## src/rtl/digiota_cmp_decimator.sv

```systemverilog
// digiota_cmp_decimator: synchronises the DigiOTA comparator bit, majority-filters it and
// reports the count of filtered ones over each window of 2^WIN_LOG2 enabled samples through
// a valid/ready handshake with a sticky overrun flag.
module digiota_cmp_decimator #(
    parameter int unsigned SYNC_STAGES = 2,
    parameter int unsigned WIN_LOG2    = 8,
    parameter int unsigned OUT_W       = WIN_LOG2 + 1
) (
    input  logic             clk,
    input  logic             rst_n,
    input  logic             cmp_in,
    input  logic             en,
    input  logic             clr,
    input  logic             result_ready,
    output logic [OUT_W-1:0] result,
    output logic             result_valid,
    output logic             overrun,
    output logic             cmp_filt
);

    // Synchroniser chain; bit 0 captures the asynchronous comparator output.
    logic [SYNC_STAGES-1:0] r_sync;
    // Filter taps: bit 0 is the newest synchronised sample.
    logic [2:0]             r_taps;
    logic [WIN_LOG2-1:0]    r_cnt;
    logic [OUT_W-1:0]       r_acc;
    logic [OUT_W-1:0]       r_result;
    logic                   r_valid;
    logic                   r_overrun;

    logic                   w_sync_out;
    logic                   w_filt;
    logic                   w_last;
    logic [OUT_W-1:0]       w_sum;

    assign w_sync_out = r_sync[SYNC_STAGES-1];
    assign w_filt     = (r_taps[0] & r_taps[1]) | (r_taps[0] & r_taps[2])
                      | (r_taps[1] & r_taps[2]);
    // Window closes on the enabled sample that takes the counter through its top value.
    assign w_last     = en & (r_cnt == '1);
    // Includes the sample being taken this cycle so the closing sample lands in the result.
    assign w_sum      = r_acc + {{(OUT_W-1){1'b0}}, w_filt};

    assign result       = r_result;
    assign result_valid = r_valid;
    assign overrun      = r_overrun;
    assign cmp_filt     = w_filt;

    // Synchroniser runs every cycle; clr and en deliberately do not touch it.
    always_ff @(posedge clk or negedge rst_n) begin
        if (!rst_n) begin
            r_sync <= '0;
        end else begin
            r_sync <= {r_sync[SYNC_STAGES-2:0], cmp_in};
        end
    end

    // Filter taps shift only on enabled samples.
    always_ff @(posedge clk or negedge rst_n) begin
        if (!rst_n) begin
            r_taps <= '0;
        end else if (clr) begin
            r_taps <= '0;
        end else if (en) begin
            r_taps <= {r_taps[1:0], w_sync_out};
        end
    end

    // Window sample counter and ones accumulator; en=0 pauses without restarting.
    always_ff @(posedge clk or negedge rst_n) begin
        if (!rst_n) begin
            r_cnt <= '0;
            r_acc <= '0;
        end else if (clr) begin
            r_cnt <= '0;
            r_acc <= '0;
        end else if (en) begin
            r_cnt <= r_cnt + WIN_LOG2'(1);
            r_acc <= w_last ? '0 : w_sum;
        end
    end

    // Result register and handshake; a completing window wins over a same-edge acceptance.
    always_ff @(posedge clk or negedge rst_n) begin
        if (!rst_n) begin
            r_result  <= '0;
            r_valid   <= 1'b0;
            r_overrun <= 1'b0;
        end else if (clr) begin
            r_result  <= '0;
            r_valid   <= 1'b0;
            r_overrun <= 1'b0;
        end else if (w_last) begin
            r_result <= w_sum;
            r_valid  <= 1'b1;
            if (r_valid && !result_ready) begin
                r_overrun <= 1'b1;
            end
        end else if (r_valid && result_ready) begin
            r_valid <= 1'b0;
        end
    end

endmodule

```

## config.mk

```make
export PLATFORM = sky130hd
export DESIGN_NAME = digiota_cmp_decimator
export DESIGN_NICKNAME = d
export VERILOG_FILES = /design/src/rtl/digiota_cmp_decimator.sv
export SDC_FILE = /design/constraint.sdc
export NUM_CORES = 1
export LEC_CHECK = 0
export ABC_AREA = 1
export ABC_CLOCK_PERIOD_IN_PS = 2200
export CORE_MARGIN = 2
export CORE_UTILIZATION = 50
export DETAILED_ROUTE_END_ITERATION = 8
export DONT_BUFFER_PORTS = 1
export HOLD_SLACK_MARGIN = 0.08
export PLACE_DENSITY = 0.74
export SLEW_MARGIN = 20
export SYNTH_ARGS = -nofsm -noshare
export SYNTH_HDL_FRONTEND = slang
export SYNTH_SLANG_ARGS = --single-unit
```

## constraint.sdc

```tcl
create_clock -name clk -period 2.2 [get_ports clk]
set_input_delay 0.55 -clock clk [delete_from_list [all_inputs] [get_ports clk]]
set_output_delay 0.55 -clock clk [all_outputs]
set_load 0.02 [all_outputs]
```

## After elaboration in Yosys (flattened, before gate mapping)

Index checks and enable logic that the tools add are counted.

- Input port bits: 6
- Output and inout port bits: 12
- Logic and storage cells: 39
- Register bits after elaboration: 33

- Reduce and logical (&&, ||, !) cells: 8
- Eq/ne operators: 1
- $add $sub $neg: 2
- Multiplexer cells: 15
- Bitwise gates (word level): 6

Operators with widths:

| kind | number |
|---|---|
| 9-bit two-way mux | 5 |
| 8-bit two-way mux | 2 |
| 9-bit by 1-bit adder with 9-bit output | 1 |
| 8-bit by 1-bit adder with 8-bit output, second input constant | 1 |
| 8-bit == test, second input constant | 1 |
| 1-bit two-way mux | 6 |
| 3-bit two-way mux | 2 |
| 2-bit nonzero test | 3 |
| 1-bit bitwise AND | 4 |
| 3-bit nonzero test | 1 |
| 1-bit logical AND | 2 |
| 1-bit OR | 2 |
| 2-bit AND reduction | 1 |
| 1-bit logical NOT | 1 |

## Depth between registers and ports, before layout

Gate-level depths: netlist of run 1.

- Depth after elaboration: 7
- Mapped depth: 11
- Mapped depth without buffers: 11

## Worst setup path before layout of run 1

OpenSTA, ideal clock, no wires.

- Kind: reg-to-reg
- Start: register r_taps[1]
- End: register r_result[8], in the netlist result[8]
- Arrival: 1,960 ps
- Buffers on the path: 0
- Setup time: 116 ps
- Cell stages (with the launch flop): 12
- Data required time: 2,084 ps
- Setup slack: 124 ps
- Clock period less this slack: 2,076 ps
- Cells stage by stage: dfrtp_1 inv_1 o21ai_0 ha_1 ha_1 nand2_1 nor2_1 nand3_1 nand2_1 nor2_1 nand2_1 nand2_1

- Word-level cells in the longest chain between the ends: 6
- Elaborated cells on any way between the ends: 7
- Classes of those cells: add/sub: 1; mux: 2; bitwise: 4

Ends and longest elaborated chain:

| what | RTL line | source |
|---|---|---|
| start, declared | 24 | `logic [2:0] r_taps;` |
| start signal, assigned | 65 | `r_taps <= {r_taps[1:0], w_sync_out};` |
| 1-bit bitwise AND | 37 | `assign w_filt = (r_taps[0] & r_taps[1]) \| (r_taps[0] & r_taps[2])` |
| 1-bit OR | 37 |  |
| 1-bit OR (*) | 38 | `\| (r_taps[1] & r_taps[2]);` |
| net cmp_filt | 18 | `output logic cmp_filt` |
| 9-bit by 1-bit adder with 9-bit output (*) | 42 | `assign w_sum = r_acc + {{(OUT_W-1){1'b0}}, w_filt};` |
| 9-bit two-way mux (*) | 93 | `end else if (w_last) begin` |
| 9-bit two-way mux (*) | 89 | `end else if (clr) begin` |
| end signal, assigned | 94 | `r_result <= w_sum;` |
| end, declared | 27 | `logic [OUT_W-1:0] r_result;` |

Mark *: on every way through the listed nets, which the timed path passes. The rest lies on a longest branch. The select of a mux whose other input is x is not followed.
A chain may end at the register's enable or synchronous reset.

## Final worst setup path of run 1

- Start: register r_taps[1]
- End: register r_result[6], in the netlist result[6]

- Word-level cells in the longest chain between the ends: 6
- Elaborated cells on any way between the ends: 7
- Classes of those cells: add/sub: 1; mux: 2; bitwise: 4

Ends and longest elaborated chain:

| what | RTL line |
|---|---|
| 1-bit bitwise AND | 37 |
| 1-bit OR | 37 |
| 1-bit OR (*) | 38 |
| 9-bit by 1-bit adder with 9-bit output (*) | 42 |
| 9-bit two-way mux (*) | 93 |
| 9-bit two-way mux (*) | 89 |

Every way passes the cells marked *; elsewhere a longest branch is shown, timed or not. The select of a mux whose other input is x is not followed.

==> results.md, run 1 <==
* Crit path max fanout at 5
* Fmax at 0.519 GHz
* Placed cell areas at 1620 sq um
* CP Launch Type: flip-flop
* Routed wl met3 at 162 um
* Die Area at 3610 sq um
* Hold Fails Final Rpt at 0
* Post-Route WL at 2980 um
* Layout Nets at 208
* Antenna violations before repair at 0
* Tightest Pin Transition at 0.545 ns
* Post-route setup TNS at 0 ns
* Post-cts resize count at 0
* Number of port buffers at 0
* GRT overflow at 0
* Routability cong. at 0.822
* Most frequent cells in the layout: nand2_1, dfrtp_1, nor2_1
* Die width at 60.1 um
* H-tree Lvls at 2
* Post-detail-place hpwl at 2200 um
* WL per Instance at 12.2 um
* First-pass detailed-route iteration total at 5
* Top layer in use: met4
* Sequential area share after synthesis at 0.525
* Max-cap viol count at 0
* Synth Warn # at 0
* Final Setup Violations at 0
* Clk_lat worst skew at 0.33 ns
* Worst EP arrival at 2.15 ns
* Worst Slack Setup Final at 0.275 ns
* Final instance area at 1700 sq um
* Core Rows at 20
* Fillers at 294
* Clk_skew at 0.00724 ns
* Hold wc startpoint: cmp_in
* Cell count after synthesis at 192
* #FFs+latches synth at 33
* DR vias at 1255
* Core Util, Final at 0.562
* CTS Hold Buffers Added at 2
* Cell total after placement at 234
* Leakage at 0.810 nW
* Hold Crit Class: input port to flip-flop
* Layout area overhead at 8.20%
* Final non-filler cell total at 243
* Syn_nets at 201
* Setup crit end kind: flip-flop
* Core Area at 3030 sq um
* GRT Total Usage at 0.200
* Worst hold margin at 0.242 ns
* Top-level port count at 18
* # clock sinks at 33
* Starting Density at 0.519
* Largest net degree at the start of global routing at 34
* Longest Clk Path Bufs at 2
* Status: finished, final reports clean
* Met2 wire len at 1490 um
* Metal-1 WL at 1270 um
* Clk slew on worst S/H paths at 0.09 ns
* Tot Pwr at 1.06 mW
* R2R Path Start: r_taps[1]
* Commonest non-fill, non-tap cell in the layout: nand2_1
* Yosys cell types at 22
* Period minus WS final at 1.93 ns
* Relative slew slack at 0.636
* Final Max Slew Viols at 0
* Vias in the first global route at 1249
* Clk root buf: clkbuf_4
* CTS tree: done
* Global-route wire length before repair at 5200 um
* Diodes inserted at 0
* CP Launch Point: r_taps[1]
* Synthesized area per cell at 8.18 sq um
* Worst Path Required at 2.43 ns
* Worst VDD drop at 470 uV
* Pwr/cell area at 626 nW/um^2
* Post-CTS Repair Setup Buffers at 0
* Crit path kind: flip-flop to flip-flop
* Worst setup slack after placement at 0.318 ns
* Period utilization at 0.875
* Synthesized area at 1570 sq um
* Total CTS buffers at 5
* Share of layout cells above drive strength 1 at 0.111
* Post-route DRC at 0
* RSZ-0062 raised after global routing: false
* Die H at 60.1 um
* Remaining antenna violation count after routing at 0
* Avg Vias per Cell at 5.16
* Drt initial violations at 87
==> area by class of cell <==
type | count | area (sq um) | area share
sequential | 33 | 826 | 0.486
clock buffer | 7 | 55.1 | 0.0324
inverter | 18 | 67.6 | 0.0397
timing repair buffer | 4 | 45.0 | 0.0265
multi-input combinational | 137 | 652 | 0.383
tap | 44 | 55.1 | 0.0324
==> per-layer routing <==
| layer | vias up | GRT usage |
|---|---|---|
| li1 | 626 | - |
| met1 | 601 | 0.231 |
| met2 | 24 | 0.329 |
| met3 | 4 | 0.0693 |
| met4 | 0 | 0.0984 |
| met5 | - | 0 |
==> cell families after synthesis <==
| kind of cell | count (synthesis) | share of synthesized area |
|---|---|---|
| simple gates | 106 | 0.291 |
| flops | 33 | 0.525 |
| fa+ha+maj | 3 | 0.0239 |
| buf+inv | 22 | 0.0597 |
| compound gates | 28 | 0.0995 |
==> worst max-delay path, cell delays in order (launching register included) <==
cell and delay, ns:
dfrtp_1 0.35, inv_1 0.06, o21ai_0 0.25, ha_1 0.25
ha_1 0.19, nand2_1 0.08, nor2_1 0.26, nand3_1 0.13
nand2_1 0.08, nor2_1 0.06, nand2_1 0.07, nand2_1 0.05
==> cells in the mapped netlist (all sizes together) <==
cell,count,area (sq um)
nand3,13,70.1
o22ai,2,12.5
nand3b,1,7.51
nor2,22,105
o21bai,1,7.51
ha,3,37.5
nand4,1,6.26
o21ai,15,86.3
inv,18,67.6
nor3,4,20.0
nand2,65,249
buf,4,26.3
dfrtp,33,826
a21oi,10,50.1
==> state kept, by name (all words and copies together), names as in the netlist <==
signal        flops
r_acc             9
r_cnt             8
result_valid      1
overrun           1
result            9
r_sync            2
r_taps            3
==> worst paths after layout <==
path	slack, ns	to	cells after the start
worst max-delay path	0.27	result[6]	11
worst min-delay path	0.24	r_sync[0]	0
worst max register to register	0.27	result[6]	11
worst min register to register	0.36	r_sync[1]	0
max in group asynchronous	1.37	result[6]	2
min in group asynchronous	0.65	result[8]	2
==> where the power goes <==
group          internal, mW  switching [mW]
Clock                 0.151           0.190
Sequential            0.625          0.0124
Combinational        0.0290          0.0570
Total                 0.805           0.260
(Power assumes the default switching activity.)
==> inputs of run 2 (changes only) <==
CORE_MARGIN = unset   (was 2)
PLACE_DENSITY = 0.64   (was 0.74)
RECOVER_POWER = 50   (was unset)
==> results.md, run 2 (synthesized netlist as in run 1, its figures left out) <==
* Vias in the first global route at 1267 (+1.4%)
* Worst Path Required at 2.41 ns (-0.02 ns)
* Final Setup Violations at 0 (unchanged)
* Worst setup slack after placement at 0.329 ns (+0.0108 ns)
* Share of layout cells above drive strength 1 at 0.106 (-0.00503)
* Avg Vias per Cell at 5.20 (+0.75%)
* Max-cap viol count at 0 (unchanged)
* Tightest Pin Transition at 0.813 ns (+0.268 ns)
* Final non-filler cell total at 241 (-0.82%)
* H-tree Lvls at 2 (unchanged)
* Post-route DRC at 2 (+2)
* Post-cts resize count at 0 (unchanged)
* Status: complete, but fails checks
* Top-level port count at 18 (unchanged)
* GRT overflow at 0 (unchanged)
* Setup crit end kind: flip-flop
* Final Max Slew Viols at 0 (unchanged)
* Core Util, Final at 0.585 (+0.0235)
* CP Launch Type: flip-flop
* Hold wc startpoint: cmp_in
* Sequential share of power at 0.599 (about the same)
* Die width at 58.1 um (-3.3%)
* Starting Density at 0.546 (+0.0273)
* Die H at 58.1 um (-3.3%)
* Drt initial violations at 72 (-17%)
* Cell internal pwr at 0.801 mW (-0.50%)
* Antenna violations before repair at 0 (unchanged)
* Failing checks: DRC
* Clock share of power at 0.325 (+0.005)
* Total CTS buffers at 5 (unchanged)
* Hold Crit Class: input port to flip-flop
* Most frequent cells in the layout: nand2_1, dfrtp_1, inv_1, nor2_1, nand3_1
* CTS Hold Buffers Added at 2 (unchanged)
* Net switching power at 0.262 mW (+1.1%)
* Tot Pwr at 1.06 mW (-0.11%)
* R2R Path Start: r_taps[1]
* Crit path max fanout at 5 (unchanged)
* Worst hold margin at 0.237 ns (-0.00472 ns)
* # clock sinks at 33 (unchanged)
* Post-Route WL at 3110 um (+4.4%)
* Global-route wire length before repair at 5450 um (+4.8%)
* Endpoint, Worst Hold: r_sync[0]
* Clk_lat worst skew at 0.34 ns (about the same)
* Number of port buffers at 0 (unchanged)
* WL per Instance at 12.9 um (+5.3%)
* CP Cell Sequence: inv_1 > o21ai_0 > ha_1 > ha_1 > nand2_1 > nor2_1 > nand2_1 > nand3_1 > o21ai_0
* Critical path's slowest cell: dfrtp_1
* Final instance area at 1680 sq um (-1.0%)
* Leakage at 0.806 nW (-0.51%)
* Clk_skew at 0.0120 ns (+0.00481 ns)
* Period utilization at 0.868 (-0.00667)
* RSZ-0062 raised after global routing: false
* Crit path kind: flip-flop to flip-flop
* Worst VDD drop at 431 uV (-8.4%)
* Post-detail-place hpwl at 2190 um (-0.37%)
* RR Endpoint: r_acc[4]
* Setup slack, reg-to-reg at 0.29 ns (about the same)
* Hold Path Depth at 0 (unchanged)
* Worst Slack Setup Final at 0.289 ns (+0.0147 ns)
* Layout Nets at 208 (unchanged)
* First-pass detailed-route iteration total at 7 (+2)
* Combinational Power Share at 0.077 (-0.004)
* Clk slew on worst S/H paths at 0.09 ns (about the same)
* Pwr/cell area at 632 nW/um^2 (+0.93%)
* Diodes inserted at 0 (unchanged)
* Commonest non-fill, non-tap cell in the layout: nand2_1
* Core Area at 2880 sq um (-5.0%)
* Clk root buf: clkbuf_4
* Routability cong. at 0.788 (-4.1%)
* CTS tree: done
* Worst EP arrival at 2.12 ns (-0.03 ns)
* Remaining antenna violation count after routing at 0 (unchanged)
* Core Rows at 19 (-5.0%)
* Worst R2R Path Depth at 9 (-2)
* Layout area overhead at 7.09%
* Post-CTS Repair Setup Buffers at 0 (unchanged)
* Largest net degree at the start of global routing at 34 (unchanged)
* Max incr delay on CP at 0.35 ns (about the same)
* Period minus WS final at 1.91 ns (-0.0147 ns)
* GRT Total Usage at 0.219 (+0.0191)
* Post-route setup TNS at 0 ns (unchanged)
* Switching Share at 0.247 (+0.00291)
* Cell total after placement at 232 (-0.85%)
* DR vias at 1254 (-0.080%)
* Hold Fails Final Rpt at 0 (unchanged)
* Die Area at 3370 sq um (-6.5%)
* Longest Clk Path Bufs at 2 (unchanged)
* Placed cell areas at 1610 sq um (-0.15%)
* Relative slew slack at 0.458 (-0.178)
* Fmax at 0.523 GHz (+0.77%)
[run 2: cell types whose count changed in the layout (fill, tap and decap cells not counted), sizes merged]
cell | previous run | this run
clkbuf | 7 | 8
buf | 3 | 2
[run 2: worst max-delay path by stage]
stage               from  cells past startpoint  slack, ns         to
3_3_place_gp   r_taps[1]                     10       0.41  result[6]
2_1_floorplan  r_taps[1]                     11       0.12  result[8]
5_1_grt        r_taps[1]                     11        0.1  result[8]
6_report       r_taps[1]                      9       0.29   r_acc[4]
4_1_cts        r_taps[1]                     10       0.31  result[8]
3_5_place_dp   r_taps[1]                     10       0.33  result[8]
[run 2: power groups by stage]
| stage | clock [mW] | sequential [mW] | combinational (mW) |
|---|---|---|---|
| after global routing | 0.373 | 0.639 | 0.0968 |
| after global placement | 0 | 0.648 | 0.0657 |
| final | 0.345 | 0.636 | 0.0818 |
| after floorplan | 0 | 0.646 | 0.0589 |
| after detailed placement | 0 | 0.649 | 0.0696 |
| after CTS | 0.359 | 0.636 | 0.0877 |
[run 2: final cells by class]
type	count	area [sq um]
inverters	18	67.6
multi-input cells	137	652
flip-flops and latches	33	826
well taps	42	52.6
clock buffers	7	55.1
repair buffers	4	30.0
fillers	273	1190
[run 2: routing by layer]
| layer | up-vias | wire, um | track usage |
|---|---|---|---|
| li1 | 628 | - | - |
| met1 | 588 | 1350 | 0.253 |
| met2 | 33 | 1560 | 0.371 |
| met3 | 5 | 144 | 0.0625 |
| met4 | 0 | 55 | 0.112 |
| met5 | - | 0 | 0 |
[run 2: worst max-delay path, delay by kind of cell (launching register included)]
kind	cells	cell delay [ns]
and+or+nand+nor	4	0.57
adders and majority gates	2	0.45
AOI/OAI and AO/OA	2	0.36
DFF	1	0.35
buffers and inverters	1	0.06
